**config.mk**
```make
export PLATFORM = sky130hd
export DESIGN_NAME = draw_source_sequencer
export DESIGN_NICKNAME = d
export VERILOG_FILES = /design/src/rtl/draw_source_sequencer_pkg.sv /design/src/rtl/draw_pixel_writer.sv /design/src/rtl/draw_source_sequencer.sv
export SDC_FILE = /design/constraint.sdc
export NUM_CORES = 1
export LEC_CHECK = 0
export ABC_AREA = 1
export ABC_CLOCK_PERIOD_IN_PS = 4200
export CORE_ASPECT_RATIO = 0.7
export CORE_MARGIN = 4
export CORE_UTILIZATION = 57
export CTS_CLUSTER_SIZE = 12
export DETAILED_ROUTE_END_ITERATION = 16
export PLACE_DENSITY = 0.95
export REMOVE_ABC_BUFFERS = 1
export SYNTH_ARGS = -nofsm -noshare
export SYNTH_HDL_FRONTEND = slang
export SYNTH_SLANG_ARGS = --single-unit
```
**constraint.sdc**
```tcl
create_clock -name clk -period 4.2 [get_ports clk]
set_clock_uncertainty 0.15 [all_clocks]
set_input_delay 0.84 -clock clk [delete_from_list [all_inputs] [get_ports clk]]
set_output_delay 0.84 -clock clk [all_outputs]
set_load 0.01 [all_outputs]
```
**src/rtl/draw_source_sequencer_pkg.sv**
```systemverilog
// Shared draw-bus definitions: framebuffer geometry, colour depth, source-select
// encoding and the sequencer state type. Imported by the sequencer and every draw source.
package draw_source_sequencer_pkg;

  localparam int unsigned DRAW_WIDTH        = 320;
  localparam int unsigned DRAW_HEIGHT       = 240;
  localparam int unsigned DRAW_WIDTH_ADDRW  = $clog2(DRAW_WIDTH);
  localparam int unsigned DRAW_HEIGHT_ADDRW = $clog2(DRAW_HEIGHT);
  localparam int unsigned COLOR_DEPTH       = 9;

  // One spare code above the largest source ID marks "no source granted".
  localparam int unsigned SOURCE_SEL_ADDRW = 3;
  localparam logic [SOURCE_SEL_ADDRW-1:0] SEL_IDLE = '1;

  localparam int unsigned FB_PIXELS = DRAW_WIDTH * DRAW_HEIGHT;
  localparam int unsigned FB_ADDRW  = $clog2(FB_PIXELS);

  typedef enum logic [2:0] {
    StIdle,
    StClear,
    StSelect,
    StAwait,
    StDrain,
    StNext,
    StDone
  } dss_state_e;

endpackage

```
**src/rtl/draw_pixel_writer.sv**
```systemverilog
// Output stage of the draw sequencer: filters bus samples, linearises (x, y) and
// registers the framebuffer write; clear requests take priority over samples.
module draw_pixel_writer
  import draw_source_sequencer_pkg::*;
#(
  parameter logic [COLOR_DEPTH-1:0] BgColor = '0
) (
  input  logic                         clk,
  input  logic                         resetN,
  input  logic                         sample_i,
  input  logic                         clear_i,
  input  logic [FB_ADDRW-1:0]          clear_addr_i,
  input  logic [COLOR_DEPTH-1:0]       color_i,
  input  logic                         transparent_i,
  input  logic [DRAW_WIDTH_ADDRW-1:0]  x_i,
  input  logic [DRAW_HEIGHT_ADDRW-1:0] y_i,
  output logic                         fb_we_o,
  output logic [FB_ADDRW-1:0]          fb_addr_o,
  output logic [COLOR_DEPTH-1:0]       fb_data_o
);

  localparam logic [DRAW_WIDTH_ADDRW-1:0]  XLim = DRAW_WIDTH_ADDRW'(DRAW_WIDTH);
  localparam logic [DRAW_HEIGHT_ADDRW-1:0] YLim = DRAW_HEIGHT_ADDRW'(DRAW_HEIGHT);

  logic                   we_d, we_q;
  logic [FB_ADDRW-1:0]    addr_d, addr_q;
  logic [COLOR_DEPTH-1:0] data_d, data_q;
  logic [FB_ADDRW-1:0]    lin_addr;

  assign lin_addr = FB_ADDRW'(y_i) * FB_ADDRW'(DRAW_WIDTH) + FB_ADDRW'(x_i);

  always_comb begin
    we_d   = 1'b0;
    addr_d = addr_q;
    data_d = data_q;
    if (clear_i) begin
      we_d   = 1'b1;
      addr_d = clear_addr_i;
      data_d = BgColor;
    end else if (sample_i && !transparent_i && (x_i < XLim) && (y_i < YLim)) begin
      we_d   = 1'b1;
      addr_d = lin_addr;
      data_d = color_i;
    end
  end

  always_ff @(posedge clk) begin
    if (!resetN) begin
      we_q   <= 1'b0;
      addr_q <= '0;
      data_q <= '0;
    end else begin
      we_q   <= we_d;
      addr_q <= addr_d;
      data_q <= data_d;
    end
  end

  assign fb_we_o   = we_q;
  assign fb_addr_o = addr_q;
  assign fb_data_o = data_q;

endmodule

```
**src/rtl/draw_source_sequencer.sv**
```systemverilog
// Per-frame draw sequencer: optional framebuffer clear, then grants the shared write
// bus to each source in painter's order and forwards accepted pixels to the back buffer.
module draw_source_sequencer
  import draw_source_sequencer_pkg::*;
#(
  parameter int unsigned            SOURCE_COUNT  = 4,
  parameter bit                     CLEAR_EN      = 1'b1,
  parameter logic [COLOR_DEPTH-1:0] BG_COLOR      = '0,
  parameter int unsigned            AWAIT_TIMEOUT = 4095
) (
  input  logic                         clk,
  input  logic                         resetN,
  input  logic                         frame_start_i,
  output logic [SOURCE_SEL_ADDRW-1:0]  write_source_sel_o,
  output logic                         write_awaited_o,
  input  logic                         write_active_i,
  input  logic [COLOR_DEPTH-1:0]       write_color_data_i,
  input  logic                         write_transparent_i,
  input  logic [DRAW_WIDTH_ADDRW-1:0]  write_x_addr_i,
  input  logic [DRAW_HEIGHT_ADDRW-1:0] write_y_addr_i,
  output logic                         fb_we_o,
  output logic [FB_ADDRW-1:0]          fb_addr_o,
  output logic [COLOR_DEPTH-1:0]       fb_data_o,
  output logic                         frame_done_o,
  output logic                         frame_overrun_o,
  output logic [SOURCE_COUNT-1:0]      skipped_mask_o
);

  localparam int unsigned WaitW = $clog2(AWAIT_TIMEOUT + 1);
  localparam logic [WaitW-1:0]            WaitLast  = WaitW'(AWAIT_TIMEOUT - 1);
  localparam logic [SOURCE_SEL_ADDRW-1:0] SrcLast   = SOURCE_SEL_ADDRW'(SOURCE_COUNT - 1);
  localparam logic [FB_ADDRW-1:0]         ClearLast = FB_ADDRW'(FB_PIXELS - 1);

  dss_state_e                  state_d, state_q;
  logic [SOURCE_SEL_ADDRW-1:0] src_d, src_q;
  logic [WaitW-1:0]            wait_d, wait_q;
  logic [FB_ADDRW-1:0]         clr_d, clr_q;
  logic [SOURCE_COUNT-1:0]     skipped_d, skipped_q;
  logic                        overrun_q;
  logic                        sample, clear_req;

  always_comb begin
    state_d   = state_q;
    src_d     = src_q;
    wait_d    = wait_q;
    clr_d     = clr_q;
    skipped_d = skipped_q;
    sample    = 1'b0;
    clear_req = 1'b0;
    unique case (state_q)
      StIdle: begin
        if (frame_start_i) begin
          skipped_d = '0;
          src_d     = '0;
          clr_d     = '0;
          state_d   = CLEAR_EN ? StClear : StSelect;
        end
      end
      StClear: begin
        clear_req = 1'b1;
        if (clr_q == ClearLast) state_d = StSelect;
        else                    clr_d   = clr_q + 1'b1;
      end
      StSelect: begin
        wait_d  = '0;
        state_d = StAwait;
      end
      StAwait: begin
        // An x/z on write_active takes the else branches, i.e. counts as not-1.
        if (write_active_i) begin
          sample  = 1'b1;
          state_d = StDrain;
        end else if (wait_q == WaitLast) begin
          skipped_d = skipped_q | (SOURCE_COUNT'(1) << src_q);
          state_d   = StNext;
        end else begin
          wait_d = wait_q + 1'b1;
        end
      end
      StDrain: begin
        if (write_active_i) sample  = 1'b1;
        else                state_d = StNext;
      end
      StNext: begin
        if (src_q == SrcLast) begin
          state_d = StDone;
        end else begin
          src_d   = src_q + 1'b1;
          state_d = StSelect;
        end
      end
      StDone:  state_d = StIdle;
      default: state_d = StIdle;
    endcase
  end

  always_ff @(posedge clk) begin
    if (!resetN) begin
      state_q   <= StIdle;
      src_q     <= '0;
      wait_q    <= '0;
      clr_q     <= '0;
      skipped_q <= '0;
      overrun_q <= 1'b0;
    end else begin
      state_q   <= state_d;
      src_q     <= src_d;
      wait_q    <= wait_d;
      clr_q     <= clr_d;
      skipped_q <= skipped_d;
      overrun_q <= frame_start_i && (state_q != StIdle);
    end
  end

  always_comb begin
    write_source_sel_o = SEL_IDLE;
    if (state_q inside {StSelect, StAwait, StDrain, StNext}) write_source_sel_o = src_q;
  end

  assign write_awaited_o = (state_q == StAwait);
  assign frame_done_o    = (state_q == StDone);
  assign frame_overrun_o = overrun_q;
  assign skipped_mask_o  = skipped_q;

  draw_pixel_writer #(
    .BgColor(BG_COLOR)
  ) u_writer (
    .clk          (clk),
    .resetN       (resetN),
    .sample_i     (sample),
    .clear_i      (clear_req),
    .clear_addr_i (clr_q),
    .color_i      (write_color_data_i),
    .transparent_i(write_transparent_i),
    .x_i          (write_x_addr_i),
    .y_i          (write_y_addr_i),
    .fb_we_o      (fb_we_o),
    .fb_addr_o    (fb_addr_o),
    .fb_data_o    (fb_data_o)
  );

endmodule

```
==> summary.md <==
| Metric | Value |
|---|---|
| Worst-margin pin slew | 0.587 ns |
| CTS Buffer Depth | 2 |
| Global-route wire length before repair | ~18,000 um |
| FF-to-FF End | clr_q[16]$_SDFFE_PN0P_ |
| Crit end category | flip-flop |
| Fmax | 307 MHz |
| Internal power | 1.16 mW |
| Initial core utilization | between 50% and 60% |
| Mapped cell area | approximately 4000 um^2 |
| Total CTS buffers | 9 |
| Seq/Total Area, Yosys | 33.9% |
| Final Cycle Share | 77.5% |
| Clock share of power | roughly 38% |
| Post-DP HPWL | roughly 7700 um |
| Setup bufs post-CTS | 0 |
| PostCTS Resize Cnt | 0 |
| Gate Count Post-Synth | 583 |
| WL/cell | about 14 um |
| Footprint of the multi-input gates | around 2300 um^2 |
| Hold Crit Start | skipped_mask_o[1]$_SDFFE_PN0P_ |
| H-tree Lvls | 3 |
| CTS tree | done |
| Post-route setup TNS | 0 ns |
| Antenna violations before repair | 0 |
| Row cnt | 25 |
| Fin. max-slew vios | 0 |
| Vias | 4,021 |
| Total Power | roughly 1.7 mW |
| Vias/cell | ~5.4 |
| Net Sw Power | 0.512 mW |
| Die Width | about 110 um |
| Pwr per Cell Area | 340 nW/um^2 |
| Root Driver | clkbuf_8 |
| Worst r2r src | state_q[0]$_SDFFE_PN0P_ |
| Worst-path maximum fanout | 3 |
| Status | complete, no violations |
| Library cells used by synthesis | 39 |
| Antenna diodes | 0 |
| Avg Synthesized Cell Area | 6.78 um^2 |
| Worst-path clk slew | 0.07 ns |
| Initial DRC Count | 361 |
| Max Cap Viol | 0 |
| Req. time, crit path | 4.34 ns |
| R2R depth | 10 |
| Vias in the first global route | 3,857 |
| Critical path endpoint | u_writer.fb_addr_o[16]$_SDFFE_PN0P_ |
| Worst Hold Class | reg2reg |
| Worst EP arrival | 3.39 ns |
| Crit-path cells | clkdlybuf4s50_1 -> ha_1 -> ha_1 -> fa_1 -> nand2_1 -> inv_1 -> nor2_1 -> nand2_1 -> nor2_1 -> nand3_1 -> nor2_1 -> nand3_1 -> nand2_1 -> nand2_1 -> a21oi_1 |
| Yosys warnings | 0 |
| Overflow left after global routing | 0 |
| Die area | roughly 8400 um^2 |
| Slowest cell delay on critical path | between 0.4 and 0.5 ns |
| Worst Setup SP | write_y_addr_i[1] |
| Core ar. | 6760 um^2 |
| Slowest-stage cell, CP | clkdlybuf4s50_1 |
| Max VDD drop | 0.253 mV |
| Antenna Violating Nets Remaining | 0 |
| Nets | 704 |
| Clock Latency Late Sink | roughly 0.35 ns |
| Final min period | about 3.3 ns |
| Clock sinks | between 60 and 70 |
| RSZ-0062 raised after global routing | false |
| Comb power frac | 21.8% |
| Synth Register Bits | 67 |
| CP Class | in2reg |
| FF+latch area | 1340 um^2 |
| Final WL | 10,400 um |
| I/O Pins | 68 |
| Endpoints failing setup | 0 |
| Sw Ratio | 30.7% |
| DRT Pass-1 Iters | 5 |
| Area growth from synthesis to layout | 24.2% |
| Residual DRC count | 0 |
| FILL cells | 536 |
| Hold buffer count at CTS | 0 |
| Lkg Pwr | 1.97 nW |
| Routability cong. | 0.920 |
| Largest net degree at the start of global routing | 31 |
| Relative slew slack | approximately three fifths |
| Global Route Usage Sum | 25.7% |
| Seq pwr share | 40.4% |
| Worst path most repeated cell | nand2_1 |
| Final Hold Viols | 0 |
| Layout cells sized above 1 | 6.74% |
| Crit path launch type | input pin |
| Port Buffers | 67 |
| Die H | 77.7 um |
| R2R Setup Slk | 1.71 ns |
## power by group through the flow
stage	clock network, mW	logic (mW)	registers, mW
3_5_place_dp	0	0.358	0.688
5_1_grt	0.657	0.412	0.677
6_report	0.629	0.364	0.674
4_1_cts	0.634	0.361	0.674
2_1_floorplan	0	0.230	0.688
3_3_place_gp	0	0.344	0.687
## worst min path at each step
stage	slack (ns)	depth (start not counted)	end
final	0.30	2	skipped_mask_o[1]$_SDFFE_PN0P_
after floorplan	0.30	2	wait_q[8]$_SDFFE_PN0P_
after global routing	0.33	2	skipped_mask_o[0]$_SDFFE_PN0P_
after CTS	0.30	2	skipped_mask_o[1]$_SDFFE_PN0P_
after detailed placement	0.29	2	skipped_mask_o[1]$_SDFFE_PN0P_
after global placement	0.29	2	skipped_mask_o[3]$_SDFFE_PN0P_
## worst max-delay path: cells and delay by family
family                   cells  cell delay, ns
adder cells (fa/ha/maj)      3            0.99
AND/OR/NAND/NOR              9            0.93
buffers and inverters        2            0.49
AO/OA/AOI/OAI                1            0.12
## kinds of logic after synthesis
group / Yosys count / synth area share [%]
AND/OR/NAND/NOR: 293 / 32.3
adder cells (fa/ha/maj): 25 / 8.29
flip-flops: 67 / 33.9
buffers and inverters: 84 / 8.61
AO/OA/AOI/OAI: 99 / 13.5
XOR/XNOR: 15 / 3.32
## routing by layer
layer / vias to the layer above / routed length (um) / track usage (%)
met3: 9 / 748 / 5.82
met4: 0 / 89 / 6.68
met5: - / 0 / 0
met1: 1844 / 4650 / 32.6
met2: 147 / 4910 / 44.1
li1: 2021 / - / -
## through the flow
step | worst slack [ns] | util, % | cell area [um^2] | cells | hold slack [ns]
2_1_floorplan | 1.34 | - | 3880 | 569 | 0.298
3_3_place_gp | 0.755 | 69.2 | 4670 | 731 | 0.291
3_5_place_dp | 0.601 | 69.2 | 4670 | 731 | 0.292
4_1_cts | 0.971 | 72.7 | 4910 | 747 | 0.303
5_1_grt | 0.682 | 72.7 | 4910 | 747 | 0.327
6_report | 0.947 | 72.7 | 4910 | 747 | 0.300
## sequential cells by signal, indices dropped and copies added (netlist names)
register,cells
clr_q,17
frame_overrun_o,1
skipped_mask_o,4
src_q,3
state_q,3
u_writer.fb_addr_o,17
u_writer.fb_data_o,9
u_writer.fb_we_o,1
wait_q,12
## cells in the final DEF, fill, tap and decap left out, types with 3 or more instances in the layout
| cell type | instances |
|---|---|
| or2_2 | 6 |
| inv_2 | 8 |
| nand4_1 | 8 |
| nand3_1 | 42 |
| nand2_1 | 154 |
| ha_1 | 23 |
| o21ai_0 | 17 |
| o21ai_1 | 6 |
| xnor2_1 | 3 |
| clkdlybuf4s50_1 | 67 |
| xor2_1 | 12 |
| a31oi_1 | 5 |
| nor2_1 | 53 |
| dfxtp_1 | 67 |
| nor3_1 | 12 |
| nand2_2 | 3 |
| a21oi_1 | 58 |
| clkbuf_8 | 11 |
| inv_1 | 61 |
| a22oi_1 | 7 |
| nor2_2 | 4 |
## area by class of cell
type / count / area share, %
clock buffer: 11 / 3.08
sequential: 67 / 27.3
timing repair buffer: 68 / 13.8
tap: 94 / 2.40
inverter: 70 / 5.40
clock inverter: 5 / 1.71
multi-input combinational: 432 / 46.3
## cell usage after synthesis (all sizes together)
cell type | n | share of area (%)
and2 | 1 | 0.16
a211oi | 1 | 0.19
a21oi | 58 | 7.3
dfxtp | 67 | 34
nand2 | 157 | 15
a31oi | 5 | 0.79
and3 | 1 | 0.16
and3b | 1 | 0.22
nand3 | 44 | 5.8
a22oi | 7 | 1.3
xor2 | 12 | 2.7
fa | 2 | 1.0
or2 | 7 | 1.1
inv | 70 | 6.7
clkbuf | 7 | 0.66
o211ai | 1 | 0.19
nand3b | 2 | 0.38
o21ai | 23 | 2.9
buf | 7 | 1.2
xnor2 | 3 | 0.66
nor2 | 58 | 5.9
nand4 | 8 | 1.3
o21bai | 1 | 0.19
nor3 | 14 | 2.2
ha | 23 | 7.3
o21a | 2 | 0.38
a21o | 1 | 0.19
No activity file was read; power rests on OpenSTA's default activity.
==> variant: new RTL, same settings <==
The parameter `SOURCE_COUNT` goes from 4 to 6.
--- a/src/rtl/draw_source_sequencer.sv
+++ b/src/rtl/draw_source_sequencer.sv
@@ -4,5 +4,5 @@
   import draw_source_sequencer_pkg::*;
 #(
-  parameter int unsigned            SOURCE_COUNT  = 4,
+  parameter int unsigned            SOURCE_COUNT  = 6,
   parameter bit                     CLEAR_EN      = 1'b1,
   parameter logic [COLOR_DEPTH-1:0] BG_COLOR      = '0,
Interface: changed (resized skipped_mask_o); port bits go from 68 to 70. No check against the original RTL was run, so the function may have changed too.
==> variant against the original RTL <==
Cell area grew 4.1%. Sequential cell count grew 2. Sequential share of layout area shrank 0.28 points. Die area grew 5.5%. Routed wire length grew 6.0%. Critical endpoint unchanged. Global-route usage shrank 0.34 points. Via count grew 7.6%. Critical path type unchanged. Synthesized area grew 6.0%. Largest cell class unchanged. Power shrank 0.19%. Worst setup slack lost 0.11 ns.
==> variant: results (changes against the original RTL) <==
- Status: finished clean (unchanged)
- Sequential cell area share: 27.0% (was 27.3%)
- Final hold slack: 0.303 ns (was 0.300 ns)
- Worst setup startpoint: write_y_addr_i[1] (unchanged)
- Crit Reg-Reg Endpoint: u_writer.fb_addr_o[11] (was clr_q[16])
- Inverters, non-clock: 71 (was 70)
- Largest net degree at the start of global routing: 24 (was 31)
- Detailed Route Iter0 Violations: 522 (was 361)
- Worst EP arrival: 3.49 ns (was 3.39 ns)
- Drt pass-1 iters: 5 (unchanged)
- Hold Crit Endpoint: skipped_mask_o[2] (was skipped_mask_o[1])
- Sequential area share after synthesis: 32.9% (was 33.9%)
- Fraction of area in multi-input gates: 48.0% (was 46.3%)
- Area occupied by multi-input gates: 0.00245 mm² (was 0.00227 mm²)
- PortBufs: 69 (was 67)
- Count of multi-input gates: 452 (was 432)
- Synth top area cells: dfxtp_1 (33%), nand2_1 (12%), nor2_1 (6.9%) (was dfxtp_1 (34%), nand2_1 (15%), a21oi_1 (7.3%))
- Non-CTS buffers: 70 (was 68)
- Crit path largest cell delay: 0.47 ns (was 0.45 ns)
- Hold path depth: 2 (unchanged)
- GP Congestion: 0.916 (was 0.920)
- Routed via count: 4,327 (was 4,021)
- Most frequent cells after synthesis: nand2_1 (138), nor2_1 (77), dfxtp_1 (69) (was nand2_1 (154), dfxtp_1 (67), inv_1 (61))
- Final wirelength: 11,000 µm (was 10,400 µm)
- Adder-Cell Fraction of Synth Area: 7.82% (was 8.29%)
- Non-clk buf share: 13.7% (was 13.8%)
- First-pass GRT wire length: 18,700 µm (was 17,600 µm)
- Static Leak: 2.00 nW (was 1.97 nW)
- Clock buffers: 9 (was 11)
- Synth Area in Compound Gates: 14.0% (was 13.5%)
- Layout cell share with drive strength beyond 1: 9.31% (was 6.74%)
- R2R depth: 11 (was 10)
- Critical path's slowest cell: clkdlybuf4s50_1 (unchanged)
- Hold Crit Start: skipped_mask_o[2] (was skipped_mask_o[1])
- Post-DP HPWL: 8170 µm (was 7690 µm)
- Worst IR Drop VDD: 0.171 mV (was 0.253 mV)
- Post-Synth XOR/XNOR Area: 3.13% (was 3.32%)
- Clock-cell share: 3.70% (was 4.79%)
- Setup WS pre-CTS: 0.522 ns (was 0.601 ns)
- Predominant post-synthesis flop cell: dfxtp_1 (unchanged)
- Fillers: 555 (was 536)
- Fmax: 297 MHz (was 307 MHz)
- DP Area: 0.00492 mm² (was 0.00467 mm²)
- Number of global-route vias before repair: 4,162 (was 3,857)
- Nets: 729 (was 704)
- Overall routing resource usage: 25.4% (was 25.7%)
- H-tree level count: 3 (unchanged)
- Netlist cell types: 44 (was 39)
- RR Startpoint: state_q[0] (unchanged)
- Clock sinks: 69 (was 67)
- Slew headroom: 53.5% (was 60.7%)
==> variant: metal layers <==
metal	wire, µm	track usage (%)	vias to the layer above
met1	4980	32.5	1971
met2	4900	42.7	211
met5	0	0	-
met3	1010	6.29	21
li1	-	-	2124
met4	133	7.38	0
==> variant: worst max-delay path: cells and delay by family <==
kind,cells,cell delay (ns)
AO/OA/AOI/OAI,1,0.13
AND/OR/NAND/NOR,9,1.02
buffers and inverters,2,0.51
adder cells (fa/ha/maj),3,0.99
==> variant: power by group <==
part | internal, mW | total (mW) | switching [mW] | leakage [nW]
Sequential | 0.680 | 0.702 | 0.0227 | 0.558
Combinational | 0.151 | 0.430 | 0.279 | 1.34
Clock | 0.271 | 0.531 | 0.261 | 0.0950
==> variant: metrics by stage <==
step | instances | utilization, %
final | 771 | 73.6
after global routing | 771 | 73.6
after CTS | 771 | 73.6
after detailed placement | 756 | 70.8
after global placement | 756 | 70.8
after floorplan | 592 | -
